`src/rtl/apb_gpio_debounce_pkg.sv`:
```
// Shared constants for the GPIO input debounce block: register word offsets and reset values.
package gpio_debounce_pkg;

    // Word offsets, decoded from PADDR[4:2]
    localparam logic [2:0] REG_DBEN   = 3'd0;
    localparam logic [2:0] REG_PRESC  = 3'd1;
    localparam logic [2:0] REG_THRESH = 3'd2;
    localparam logic [2:0] REG_RAW    = 3'd3;
    localparam logic [2:0] REG_FILT   = 3'd4;

    localparam int unsigned THRESH_RESET = 4;

endpackage

```
`src/rtl/apb_gpio_debounce_if.sv`:
```
// APB3 configuration port of the debounce block; master drives requests, slave answers.
interface apb_gpio_debounce_if #(
    parameter int unsigned APB_ADDR_WIDTH = 12
);
    logic [APB_ADDR_WIDTH-1:0] PADDR;
    logic [31:0]               PWDATA;
    logic                      PWRITE;
    logic                      PSEL;
    logic                      PENABLE;
    logic [31:0]               PRDATA;
    logic                      PREADY;
    logic                      PSLVERR;

    modport master (
        output PADDR, PWDATA, PWRITE, PSEL, PENABLE,
        input  PRDATA, PREADY, PSLVERR
    );

    modport slave (
        input  PADDR, PWDATA, PWRITE, PSEL, PENABLE,
        output PRDATA, PREADY, PSLVERR
    );
endinterface

```
`src/rtl/apb_gpio_debounce_cell.sv`:
```
// One pin of the debounce filter: stability counter plus the filtered output bit.
module gpio_debounce_cell #(
    parameter int unsigned CNT_WIDTH = 4
) (
    input  logic                 clk,
    input  logic                 rstn,
    input  logic                 en,
    input  logic                 tick,
    input  logic                 clr,
    input  logic [CNT_WIDTH-1:0] thresh_eff,
    input  logic                 din,
    output logic                 dout
);

    logic [CNT_WIDTH-1:0] cnt_q, cnt_d;
    logic                 dout_q, dout_d;

    always_comb begin
        cnt_d  = cnt_q;
        dout_d = dout_q;
        if (!en) begin
            dout_d = din;
            cnt_d  = '0;
        end else if (din == dout_q || clr) begin
            // A config write restarts filtering but never moves the output
            cnt_d = '0;
        end else if (tick) begin
            if (cnt_q >= thresh_eff - CNT_WIDTH'(1)) begin
                dout_d = din;
                cnt_d  = '0;
            end else begin
                cnt_d = cnt_q + CNT_WIDTH'(1);
            end
        end
    end

    always_ff @(posedge clk or negedge rstn) begin
        if (!rstn) begin
            cnt_q  <= '0;
            dout_q <= 1'b0;
        end else begin
            cnt_q  <= cnt_d;
            dout_q <= dout_d;
        end
    end

    assign dout = dout_q;

endmodule

```
`src/rtl/apb_gpio_debounce.sv`:
```
// Per-pin glitch filter for GPIO pad inputs with an APB slave for enable/prescaler/threshold.
module apb_gpio_debounce
    import gpio_debounce_pkg::*;
#(
    parameter int unsigned APB_ADDR_WIDTH = 12,
    parameter int unsigned NUM_GPIO       = 32,
    parameter int unsigned PRESC_WIDTH    = 16,
    parameter int unsigned CNT_WIDTH      = 4
) (
    input  logic                HCLK,
    input  logic                HRESETn,
    apb_gpio_debounce_if.slave  apb,
    input  logic [NUM_GPIO-1:0] pad_in,
    output logic [NUM_GPIO-1:0] gpio_filt
);

    logic [NUM_GPIO-1:0]    dben_q, dben_d;
    logic [PRESC_WIDTH-1:0] presc_q, presc_d;
    logic [CNT_WIDTH-1:0]   thresh_q, thresh_d;
    logic [PRESC_WIDTH-1:0] presc_cnt_q, presc_cnt_d;
    logic [NUM_GPIO-1:0]    sync0_q, sync1_q;
    logic [CNT_WIDTH-1:0]   thresh_eff;
    logic [2:0]             reg_sel;
    logic                   wr_en;
    logic                   cfg_wr;
    logic                   tick;
    logic [31:0]            prdata;
    logic                   unused_bus_bits;

    assign reg_sel = apb.PADDR[4:2];
    assign wr_en   = apb.PSEL & apb.PENABLE & apb.PWRITE;
    assign cfg_wr  = wr_en & ((reg_sel == REG_DBEN) | (reg_sel == REG_PRESC) |
                              (reg_sel == REG_THRESH));

    // Only PADDR[4:2] and the low PWDATA bits are decoded
    assign unused_bus_bits = ^{apb.PADDR, apb.PWDATA};

    assign thresh_eff = (thresh_q == '0) ? CNT_WIDTH'(1) : thresh_q;
    assign tick       = (presc_cnt_q == presc_q);

    always_comb begin
        dben_d   = dben_q;
        presc_d  = presc_q;
        thresh_d = thresh_q;
        if (wr_en) begin
            case (reg_sel)
                REG_DBEN:   dben_d   = apb.PWDATA[NUM_GPIO-1:0];
                REG_PRESC:  presc_d  = apb.PWDATA[PRESC_WIDTH-1:0];
                REG_THRESH: thresh_d = apb.PWDATA[CNT_WIDTH-1:0];
                default:    ;
            endcase
        end
    end

    always_comb begin
        if (cfg_wr || tick) begin
            presc_cnt_d = '0;
        end else begin
            presc_cnt_d = presc_cnt_q + PRESC_WIDTH'(1);
        end
    end

    always_ff @(posedge HCLK or negedge HRESETn) begin
        if (!HRESETn) begin
            dben_q      <= '0;
            presc_q     <= '0;
            thresh_q    <= CNT_WIDTH'(THRESH_RESET);
            presc_cnt_q <= '0;
            sync0_q     <= '0;
            sync1_q     <= '0;
        end else begin
            dben_q      <= dben_d;
            presc_q     <= presc_d;
            thresh_q    <= thresh_d;
            presc_cnt_q <= presc_cnt_d;
            sync0_q     <= pad_in;
            sync1_q     <= sync0_q;
        end
    end

    always_comb begin
        prdata = '0;
        case (reg_sel)
            REG_DBEN:   prdata[NUM_GPIO-1:0]    = dben_q;
            REG_PRESC:  prdata[PRESC_WIDTH-1:0] = presc_q;
            REG_THRESH: prdata[CNT_WIDTH-1:0]   = thresh_q;
            REG_RAW:    prdata[NUM_GPIO-1:0]    = sync1_q;
            REG_FILT:   prdata[NUM_GPIO-1:0]    = gpio_filt;
            default:    ;
        endcase
    end

    assign apb.PRDATA  = prdata;
    assign apb.PREADY  = 1'b1;
    assign apb.PSLVERR = 1'b0;

    for (genvar g = 0; g < NUM_GPIO; g++) begin : g_cell
        gpio_debounce_cell #(
            .CNT_WIDTH (CNT_WIDTH)
        ) u_cell (
            .clk        (HCLK),
            .rstn       (HRESETn),
            .en         (dben_q[g]),
            .tick       (tick),
            .clr        (cfg_wr),
            .thresh_eff (thresh_eff),
            .din        (sync1_q[g]),
            .dout       (gpio_filt[g])
        );
    end

endmodule

```
`src/flat_wrapper.sv`:
```
// flat-port wrapper written by rule: the top's interface ports become plain ports
module apb_gpio_debounce_flat import gpio_debounce_pkg::*;
#(
    parameter int unsigned APB_ADDR_WIDTH = 12,
    parameter int unsigned NUM_GPIO       = 32,
    parameter int unsigned PRESC_WIDTH    = 16,
    parameter int unsigned CNT_WIDTH      = 4
)
  (HCLK, HRESETn, pad_in, gpio_filt, apb_PADDR, apb_PWDATA, apb_PWRITE, apb_PSEL, apb_PENABLE, apb_PRDATA, apb_PREADY, apb_PSLVERR);
  apb_gpio_debounce_if #(.APB_ADDR_WIDTH(APB_ADDR_WIDTH)) apb_i ();
  input  logic HCLK;
  input  logic HRESETn;
  input  logic [NUM_GPIO-1:0] pad_in;
  output logic [NUM_GPIO-1:0] gpio_filt;
  input wire logic [$bits(apb_i.PADDR)-1:0] apb_PADDR;
  input wire logic [$bits(apb_i.PWDATA)-1:0] apb_PWDATA;
  input wire logic [$bits(apb_i.PWRITE)-1:0] apb_PWRITE;
  input wire logic [$bits(apb_i.PSEL)-1:0] apb_PSEL;
  input wire logic [$bits(apb_i.PENABLE)-1:0] apb_PENABLE;
  output wire logic [$bits(apb_i.PRDATA)-1:0] apb_PRDATA;
  output wire logic [$bits(apb_i.PREADY)-1:0] apb_PREADY;
  output wire logic [$bits(apb_i.PSLVERR)-1:0] apb_PSLVERR;
  assign apb_i.PADDR = apb_PADDR;
  assign apb_i.PWDATA = apb_PWDATA;
  assign apb_i.PWRITE = apb_PWRITE;
  assign apb_i.PSEL = apb_PSEL;
  assign apb_i.PENABLE = apb_PENABLE;
  assign apb_PRDATA = apb_i.PRDATA;
  assign apb_PREADY = apb_i.PREADY;
  assign apb_PSLVERR = apb_i.PSLVERR;
  apb_gpio_debounce #(.APB_ADDR_WIDTH(APB_ADDR_WIDTH), .NUM_GPIO(NUM_GPIO), .PRESC_WIDTH(PRESC_WIDTH), .CNT_WIDTH(CNT_WIDTH)) u_core (.HCLK(HCLK), .HRESETn(HRESETn), .apb(apb_i), .pad_in(pad_in), .gpio_filt(gpio_filt));
endmodule
```
`config.mk`:
```
export PLATFORM = sky130hd
export DESIGN_NAME = apb_gpio_debounce_flat
export DESIGN_NICKNAME = d
export VERILOG_FILES = /design/src/rtl/apb_gpio_debounce_pkg.sv /design/src/rtl/apb_gpio_debounce_if.sv /design/src/rtl/apb_gpio_debounce_cell.sv /design/src/rtl/apb_gpio_debounce.sv /design/src/flat_wrapper.sv
export SDC_FILE = /design/constraint.sdc
export NUM_CORES = 1
export LEC_CHECK = 0
export ABC_AREA = 0
export CAP_MARGIN = 20
export CORE_UTILIZATION = 55
export CTS_BUF_LIST = sky130_fd_sc_hd__clkbuf_16
export CTS_CLUSTER_DIAMETER = 30
export DETAILED_ROUTE_END_ITERATION = 10
export PLACE_DENSITY = 0.76
export RECOVER_POWER = 50
export SLEW_MARGIN = 10
export SYNTH_ARGS = -nofsm -noshare
export SYNTH_HDL_FRONTEND = slang
export SYNTH_HIERARCHICAL = 1
export SYNTH_SLANG_ARGS = --single-unit
export TNS_END_PERCENT = 5
```
`constraint.sdc`:
```
create_clock -name HCLK -period 9.36 [get_ports HCLK]
set_clock_uncertainty 0.2 [all_clocks]
set_input_delay 1.872 -clock HCLK [delete_from_list [all_inputs] [get_ports HCLK]]
set_output_delay 1.872 -clock HCLK [all_outputs]
set_load 0.005 [all_outputs]
```
### Word-level counts from Yosys, hierarchy flattened

Cells that the tools add are included.

| operators by class | value |
|---|---|
| add/sub/neg operators | 34 |
| magnitude comparators | 32 |
| eq/ne operators | 165 |
| muxes and demuxes | 261 |
| bitwise logic cells | 5 |
| reductions and logical operators | 70 |

Operators by type and width:

| kind | number |
|---|---|
| 4-bit 2-to-1 mux | 129 |
| 2-bit inequality test (second input constant) | 96 |
| 4-bit by 1-bit adder with 4-bit output (second input constant) | 32 |
| 4-bit greater-or-equal comparator | 32 |
| 1-bit 2-to-1 mux | 128 |
| 3-bit inequality test (second input constant) | 32 |
| 3-bit AND reduction | 32 |
| 12-bit case mux with 4 select lines | 1 |
| 16-bit case mux with 3 select lines | 1 |
| 1-bit logical OR | 33 |
| 1-bit equality test | 32 |
| 4-bit case mux with 5 select lines | 1 |
| 16-bit by 1-bit adder with 16-bit output (second input constant) | 1 |
| 16-bit equality test | 1 |
| 16-bit 2-to-1 mux | 1 |
| 3-bit by 2-bit equality test with 1-bit output (second input constant) | 2 |
| 2-bit AND reduction | 3 |
| 4-bit zero test | 1 |
| 4-bit by 1-bit subtractor with 4-bit output (second input constant) | 1 |
| 1-bit bitwise AND | 3 |
| 3-bit by 1-bit equality test with 1-bit output (second input constant) | 1 |
| 3-bit equality test (second input constant) | 1 |
| 3-bit zero test | 1 |
| 1-bit OR | 2 |

| storage, ports and cells | value |
|---|---|
| register bits after elaboration | 292 |
| bits of input ports | 81 |

### Depth between registers and ports, before layout

Gate-level depths: netlist (run 1).

| logic depth | value |
|---|---|
| depth in word-level cells | 8 |
| gate-level depth with buffers | 10 |

### Hierarchy

Netlist (run 1), hierarchy kept.

Modules (own cells, without submodules):

| module | instances | cells each | area an instance (um2) | seq. area each (um2) |
|---|---|---|---|---|
| gpio_debounce_cell | 32 | 47 | 457.9 | 125.1 |
| apb_gpio_debounce | 1 | 431 | 5485.3 | 3304.4 |

### Worst setup path before layout (run 1)

No wires, ideal clock.

| path | value |
|---|---|
| path kind | input port to output port |
| start | input port apb_PADDR[2] |
| end | output port apb_PRDATA[10] |
| arrival time | 3018 ps |
| data required time | 7288 ps |
| path slack | 4270 ps |
| stages | 7 |
| path buffers | 3 |
| cell sequence | buf_2 -> buf_2 -> nand2_1 -> nor2_1 -> buf_2 -> nand2_1 -> o21ai_0 |

| between the ends | value |
|---|---|
| cells in the longest elaborated chain, start to end | 2 |
| elaborated cells on any way between the ends | 5 |

RTL lines:

| what | line | text |
|---|---|---|
| start, declared | flat_wrapper.sv:15 | `input wire logic [$bits(apb_i.PADDR)-1:0] apb_PADDR;` |
| 3-bit equality test (tied with other cells) | apb_gpio_debounce.sv:83 | `case (reg_sel)` |
| 12-bit case mux with 4 select lines * | apb_gpio_debounce.sv:83 |  |
| end, declared | flat_wrapper.sv:20 | `output wire logic [$bits(apb_i.PRDATA)-1:0] apb_PRDATA;` |

Every way passes the cells marked *; elsewhere a longest branch is shown, timed or not.

### Worst setup path in the final report (run 1)

| path | value |
|---|---|
| start | input port apb_PADDR[2] |
| end | output port apb_PRDATA[13] |

The elaborated chain is that of the path after synthesis.

==> impl_metrics.ini, run 1 <==
[run_status]
outcome = finished with violations
violations = design-rule violations, max-capacitance violations, max-slew violations

[worst_setup_path]
critPathArrivalTime_ns = 4.78
endpoint_kind = output port
critPathKind = primary input to output port
path_max_fanout = 28
cp-start-kind = primary input
reg2reg_depth = 11
r2r_slack_ns = 5.07
worstReg2RegEnd = u_core/g_cell[18].u_cell/dout$_DFFE_PN0P_
reg2reg_from = u_core/thresh_q[2]$_DFFE_PN1P_
crit_required_ns = 7.29

[synthesis]
yosys.area.top_type = dfrtp_1
ys_top_cells_by_count = dfrtp_1, ha_1, nand2_1
syn_area_um2 = 20100
syn_area_per_cell_um2 = 10.4
syn-num-nets = 2209
syn_inst = 1935
synth_cell_types = 50
ys_warn_count = 6
synth_top_area_share_pct = 36.2
yosysMostFrequentCell = dfrtp_1
synth_async_sr_flop_share_pct = 100
synth-seq-cells = 292
synth_ff_type = dfrtp_1
yosysSeqAreaShare_pct = 36.3
synth_edf_count = 0
synth_area_leaders = dfrtp_1, ha_1, o211ai_1

[global_route]
track_usage_pct = 27.2
gr-total-overflow = 0
use_met3_pct = 5.23
met2_usage_pct = 46.4
grt_pass1_vias = 16900
grt_pass1_wl_mm = 83.8
grt_use_met1_pct = 33.8
grt_busiest_layer = met2
grt_max_degree = 121
grt_antenna_before_repair = 0

[clock_network]
cts_setup_buffers = 0
htree_num_levels = 3
cts.clk_slew.worst_paths_ns = 0.04
cts_root_buf = clkbuf_16
clk_latency_ns = 0.60
cts_hold_buf = 0
ctsResizeCount = 0
cts_tree = done
clockBufferDepth = 3
cts_made_buffers = 78
cts.sinks = 292

[layout]
fill_cells = 2637
register_area_um2 = 7310
num_antenna_cells = 0
area_delta_synth_final_pct = 22.2
fin_nets = 2408
drive_gt1_share_pct = 18.3
multiInputGateArea_um2 = 12300

[sta]
finalCritPeriodShare_pct = 73.2
max_slew.worst_pin.slew_ns = 3.79
finalHoldViolations = 0
setup_viol = 0
whs_ns = 0.141
setup_ws_ns = 2.51
finalSetupTns_ns = 0
relSlewSlack_pct = -153
max_freq_mhz = 146
min_period_ns = 6.85
drv_slew = 178
rsz0062_at_grt = false

[drt]
via_per_inst = 5.96
first_iter_violations = 1082
first_pass_iters = 8
ant_nets = 0
wl_per_cell_um = 18.5
wl_mm = 49.1
num_vias = 15800
drc = 5

[floorplanning]
pin_count = 147
die_w_um = 193
die_h_um = 193
dieArea_um2 = 37400
coreArea_um2 = 35800
start_util_pct = 56.2
fp-row-count = 69

[power]
ir_drop_v = 0.000216
p_leak_nw = 10.4
p_total_w = 0.00674
power_density_nw_per_um2 = 274

[place]
gp_congestion = 0.838
dpl_worst_slack_ns = 2.56
io_buffers = 135
dp_hpwl_mm = 31.5

[job]
cap_viol_max_count = 3

[hold_path]
hold_path_class = flop to flop
min_to = u_core/sync1_q[4]$_DFF_PN0_
holdPathStages = 0
min_from = u_core/sync0_q[4]$_DFF_PN0_
## logic make-up after synthesis
group,share of synthesized area (%)
xor gates and xnor gates,5.39
AOI/OAI and AO/OA,19.2
muxes,6.96
DFF,36.3
and+or+nand+nor,17.5
buffers and inverters,2.58
other,0.0373
adders and majority gates,12.0
## worst max-delay path: stages
cell and delay, ns:
clkdlybuf4s50_1 0.45, buf_4 0.39, nand2_1 0.17, nor2_4 0.87, nand2_1 0.14, o21ai_0 0.26
clkdlybuf4s50_1 0.60
## where the power goes
group / internal (W) / leakage, nW / switching [W]
Combinational: 0.00116 / 5.38 / 0.00119
Sequential: 0.00148 / 3.76 / 0.000321
Clock: 0.00174 / 1.27 / 0.000842
## stage by stage
step	std cells	instance area, um^2	util (%)
final	2659	24600	68.7
after global routing	2659	24600	68.7
after CTS	2659	24600	68.7
after detailed placement	2515	22000	61.5
after global placement	2515	22000	61.5
after floorplan	1935	20100	-
## cell type report
cell class                      instances  share of cell area, %
Inverter                               99                   1.51
Clock buffer                           78                   7.93
Timing Repair Buffer                  148                   5.84
Tap cell                              461                   2.34
Sequential cell                       292                   29.7
Clock inverter                         66                   2.56
Multi-Input combinational cell       1515                   50.1
## cell usage in the layout (no fill, tap or decap), drive strengths merged, types with 64 or more instances in the layout
cell           count
xnor2             86
ha               193
clkbuf            81
nand2b           160
a21oi            109
nand2            162
mux2              87
nor2b             66
a31oi             64
dfrtp            291
clkdlybuf4s50    101
o21ai             93
o211ai           128
inv              113
## state kept, by name, summed over array words and instances (netlist names)
name / flops
u_core/g_cell.u_cell/dout: 32
u_core/presc_cnt_q: 16
u_core/presc_q: 16
u_core/sync1_q: 32
u_core/g_cell.u_cell/cnt_q: 128
u_core/dben_q: 32
u_core/sync0_q: 32
u_core/thresh_q: 4
## metal layers
metal  up-vias  routed length (um)  part of all wire [%]
met4         0                1340                   2.7
met3        97                2660                   5.4
li1       7453                   -                     -
met2       444               24400                    50
met1      7848               20700                    42
met5         -                   0                     0
## worst max-delay path by stage
stage                      start        endpoint  slack, ns  cells after the start
floorplan           apb_PADDR[2]  apb_PRDATA[10]       4.27                      7
global placement    apb_PADDR[2]  apb_PRDATA[13]       2.62                      7
detailed placement  apb_PADDR[2]  apb_PRDATA[13]       2.56                      7
CTS                 apb_PADDR[2]  apb_PRDATA[13]       2.56                      7
global route        apb_PADDR[2]  apb_PRDATA[13]       2.40                      7
finish              apb_PADDR[2]  apb_PRDATA[13]       2.51                      7
Power figures use the tool's default switching activity.
==> run 2, diff against run 1 <==
--- a/config.mk
+++ b/config.mk
@@ -7,11 +7,11 @@
 export LEC_CHECK = 0
 export ABC_AREA = 0
 export CAP_MARGIN = 20
-export CORE_UTILIZATION = 55
+export CORE_UTILIZATION = 54
 export CTS_BUF_LIST = sky130_fd_sc_hd__clkbuf_16
 export CTS_CLUSTER_DIAMETER = 30
 export DETAILED_ROUTE_END_ITERATION = 10
-export PLACE_DENSITY = 0.76
+export PLACE_DENSITY = 0.77
 export RECOVER_POWER = 50
 export SLEW_MARGIN = 10
 export SYNTH_ARGS = -nofsm -noshare
==> constraint.sdc (replaced) <==
create_clock -name HCLK -period 6 [get_ports HCLK]
set_clock_uncertainty 0.2 [all_clocks]
set_input_delay 1.2 -clock HCLK [delete_from_list [all_inputs] [get_ports HCLK]]
set_output_delay 1.2 -clock HCLK [all_outputs]
set_load 0.005 [all_outputs]
==> run 2 against run 1 <==
Count of clock-buffer cells in the layout grew 2. The flow finishes with violations (max-capacitance violations, max-slew violations). Critical path depth increased by 1. Clock power increased by 61%. Sequential cell count unchanged. Critical endpoint is now apb_PRDATA[7]. Worst hold slack worse by 0.0012 ns. Global-route usage down 0.58 points. Sequential share of layout area is 0.15 points lower. Critical path type unchanged.
==> impl_metrics.ini, run 2 (synthesized netlist as in run 1, its figures left out) <==
[sta]
max_freq_mhz = 209
drv_slew = 177
max_slew.worst_pin.slew_ns = 2.84
finalHoldViolations = 0
relSlewSlack_pct = -89.0
finalCritPeriodShare_pct = 79.7
finalSetupTns_ns = 0
whs_ns = 0.140
min_period_ns = 4.78
setup_viol = 0
rsz0062_at_grt = false

[layout]
largest_reg_flops = 128
num_antenna_cells = 0
stdcell_area_um2 = 24700
drive_gt1_share_pct = 18.2
area_delta_synth_final_pct = 22.9
fin_nets = 2414
layout_common_cells = dfrtp_1, ha_1, nand2_1, nand2b_1, o211ai_1
layout_commonest_cell = dfrtp_1
top_register = u_core/g_cell.u_cell/cnt_q
fill_cells = 2639

[clock_network]
htree_num_levels = 3
cts_setup_buffers = 0
cts.sinks = 292
cts_made_buffers = 78
cts.clk_slew.worst_paths_ns = 0.04
cts_hold_buf = 0
ctsResizeCount = 0
clk_latency_ns = 0.58
clockBufferDepth = 3
cts_root_buf = clkbuf_16
cts_tree = done

[hold_path]
hold_path_class = flop to flop

[global_route]
grt_pass1_wl_mm = 83.2
grt_pass1_vias = 16800
track_usage_pct = 26.7
grt_max_degree = 108
gr-total-overflow = 0
grt_antenna_before_repair = 0

[floorplanning]
start_util_pct = 54.9
pin_count = 147
die_h_um = 195
die_w_um = 195
dieArea_um2 = 38100
fp-row-count = 70
coreArea_um2 = 36700

[drt]
wl_mm = 50.0
drc = 0
via_per_inst = 5.93
num_vias = 15800
first_iter_violations = 1018
ant_nets = 0
wl_per_cell_um = 18.7
first_pass_iters = 6

[place]
io_buffers = 135
gp_congestion = 0.838
post_dp_cell_area_um2 = 22100
dp_hpwl_mm = 31.8

[power]
power_density_nw_per_um2 = 431
ir_drop_v = 0.000237
p_leak_nw = 10.5

[worst_setup_path]
critPathBufInv = 4
path_delay_family = buffers and inverters
path_cells = clkdlybuf4s50_1 > buf_4 > nand2_1 > nor2_4 > buf_12 > nand2_1 > o21ai_0 > clkdlybuf4s50_1
path_max_fanout = 21
crit_required_ns = 4.60
r2r_slack_ns = 2.09
endpoint_kind = output port
cp_slowest_cell = clkdlybuf4s50_1
slowest_delay_ns = 0.55
cp-start-kind = primary input
critPathArrivalTime_ns = 3.38
critPathKind = primary input to output port

[job]
cap_viol_max_count = 1

[run_status]
violations = max-capacitance violations, max-slew violations
outcome = finished with violations
[run 2: cell types whose count changed in the layout (fill, tap and decap cells not counted), sizes merged]
cell,delta
clkinvlp,-5
buf,+6
clkbuf,+2
clkinv,-2
bufinv,+4
[run 2: final cells by class]
cell class | instances | area (um^2) | share of cell area [%]
well taps | 468 | 586 | 2.37
clock inverters | 63 | 632 | 2.55
multi-input cells | 1515 | 12300 | 49.8
clock buffers | 80 | 2000 | 8.09
flip-flops and latches | 292 | 7310 | 29.6
repair buffers | 154 | 1510 | 6.09
inverters | 99 | 372 | 1.50
[run 2: worst paths after layout]
kind | cells past startpoint | start | end
worst min register to register | 0 | u_core/sync0_q[4]$_DFF_PN0_ | u_core/sync1_q[4]$_DFF_PN0_
worst max register to register | 11 | u_core/thresh_q[2]$_DFFE_PN1P_ | u_core/g_cell[19].u_cell/dout$_DFFE_PN0P_
max in group asynchronous | 2 | HRESETn | u_core/g_cell[22].u_cell/dout$_DFFE_PN0P_
min in group asynchronous | 1 | HRESETn | u_core/g_cell[4].u_cell/cnt_q[2]$_DFFE_PN0P_
worst min-delay path | 0 | u_core/sync0_q[4]$_DFF_PN0_ | u_core/sync1_q[4]$_DFF_PN0_
worst max-delay path | 8 | apb_PADDR[3] | apb_PRDATA[7]
[run 2: metal layers]
layer | GRT usage (%) | part of all wire [%]
met2 | 46.0 | 50
met3 | 4.84 | 4.7
met5 | 0 | 0
met4 | 12.0 | 3.3
met1 | 32.4 | 42
[run 2: worst reg2reg max path, delay by kind of cell, from the launching register on]
| kind | cells | cell delay (ns) |
|---|---|---|
| compound gates | 2 | 0.43 |
| xor+xnor | 1 | 0.15 |
| buf+inv | 2 | 0.55 |
| flops | 1 | 0.46 |
| fa+ha+maj | 2 | 0.55 |
| mux | 1 | 0.31 |
| simple gates | 3 | 1.13 |
[run 2: where the power goes]
part | internal (W) | switching (W) | leakage (nW)
clock network | 0.00290 | 0.00124 | 1.31
registers | 0.00231 | 0.000469 | 3.76
logic | 0.00183 | 0.00191 | 5.42
[run 2: per-stage QoR]
stage	worst slack [ns]	utilization, %	total power (W)	instances
after detailed placement	1.21	60.3	0.00648	2528
after global routing	0.693	67.4	0.0113	2671
after floorplan	1.70	-	0.00544	1935
final	1.22	67.4	0.0107	2671
after CTS	1.21	67.5	0.0107	2671
after global placement	1.24	60.3	0.00631	2528
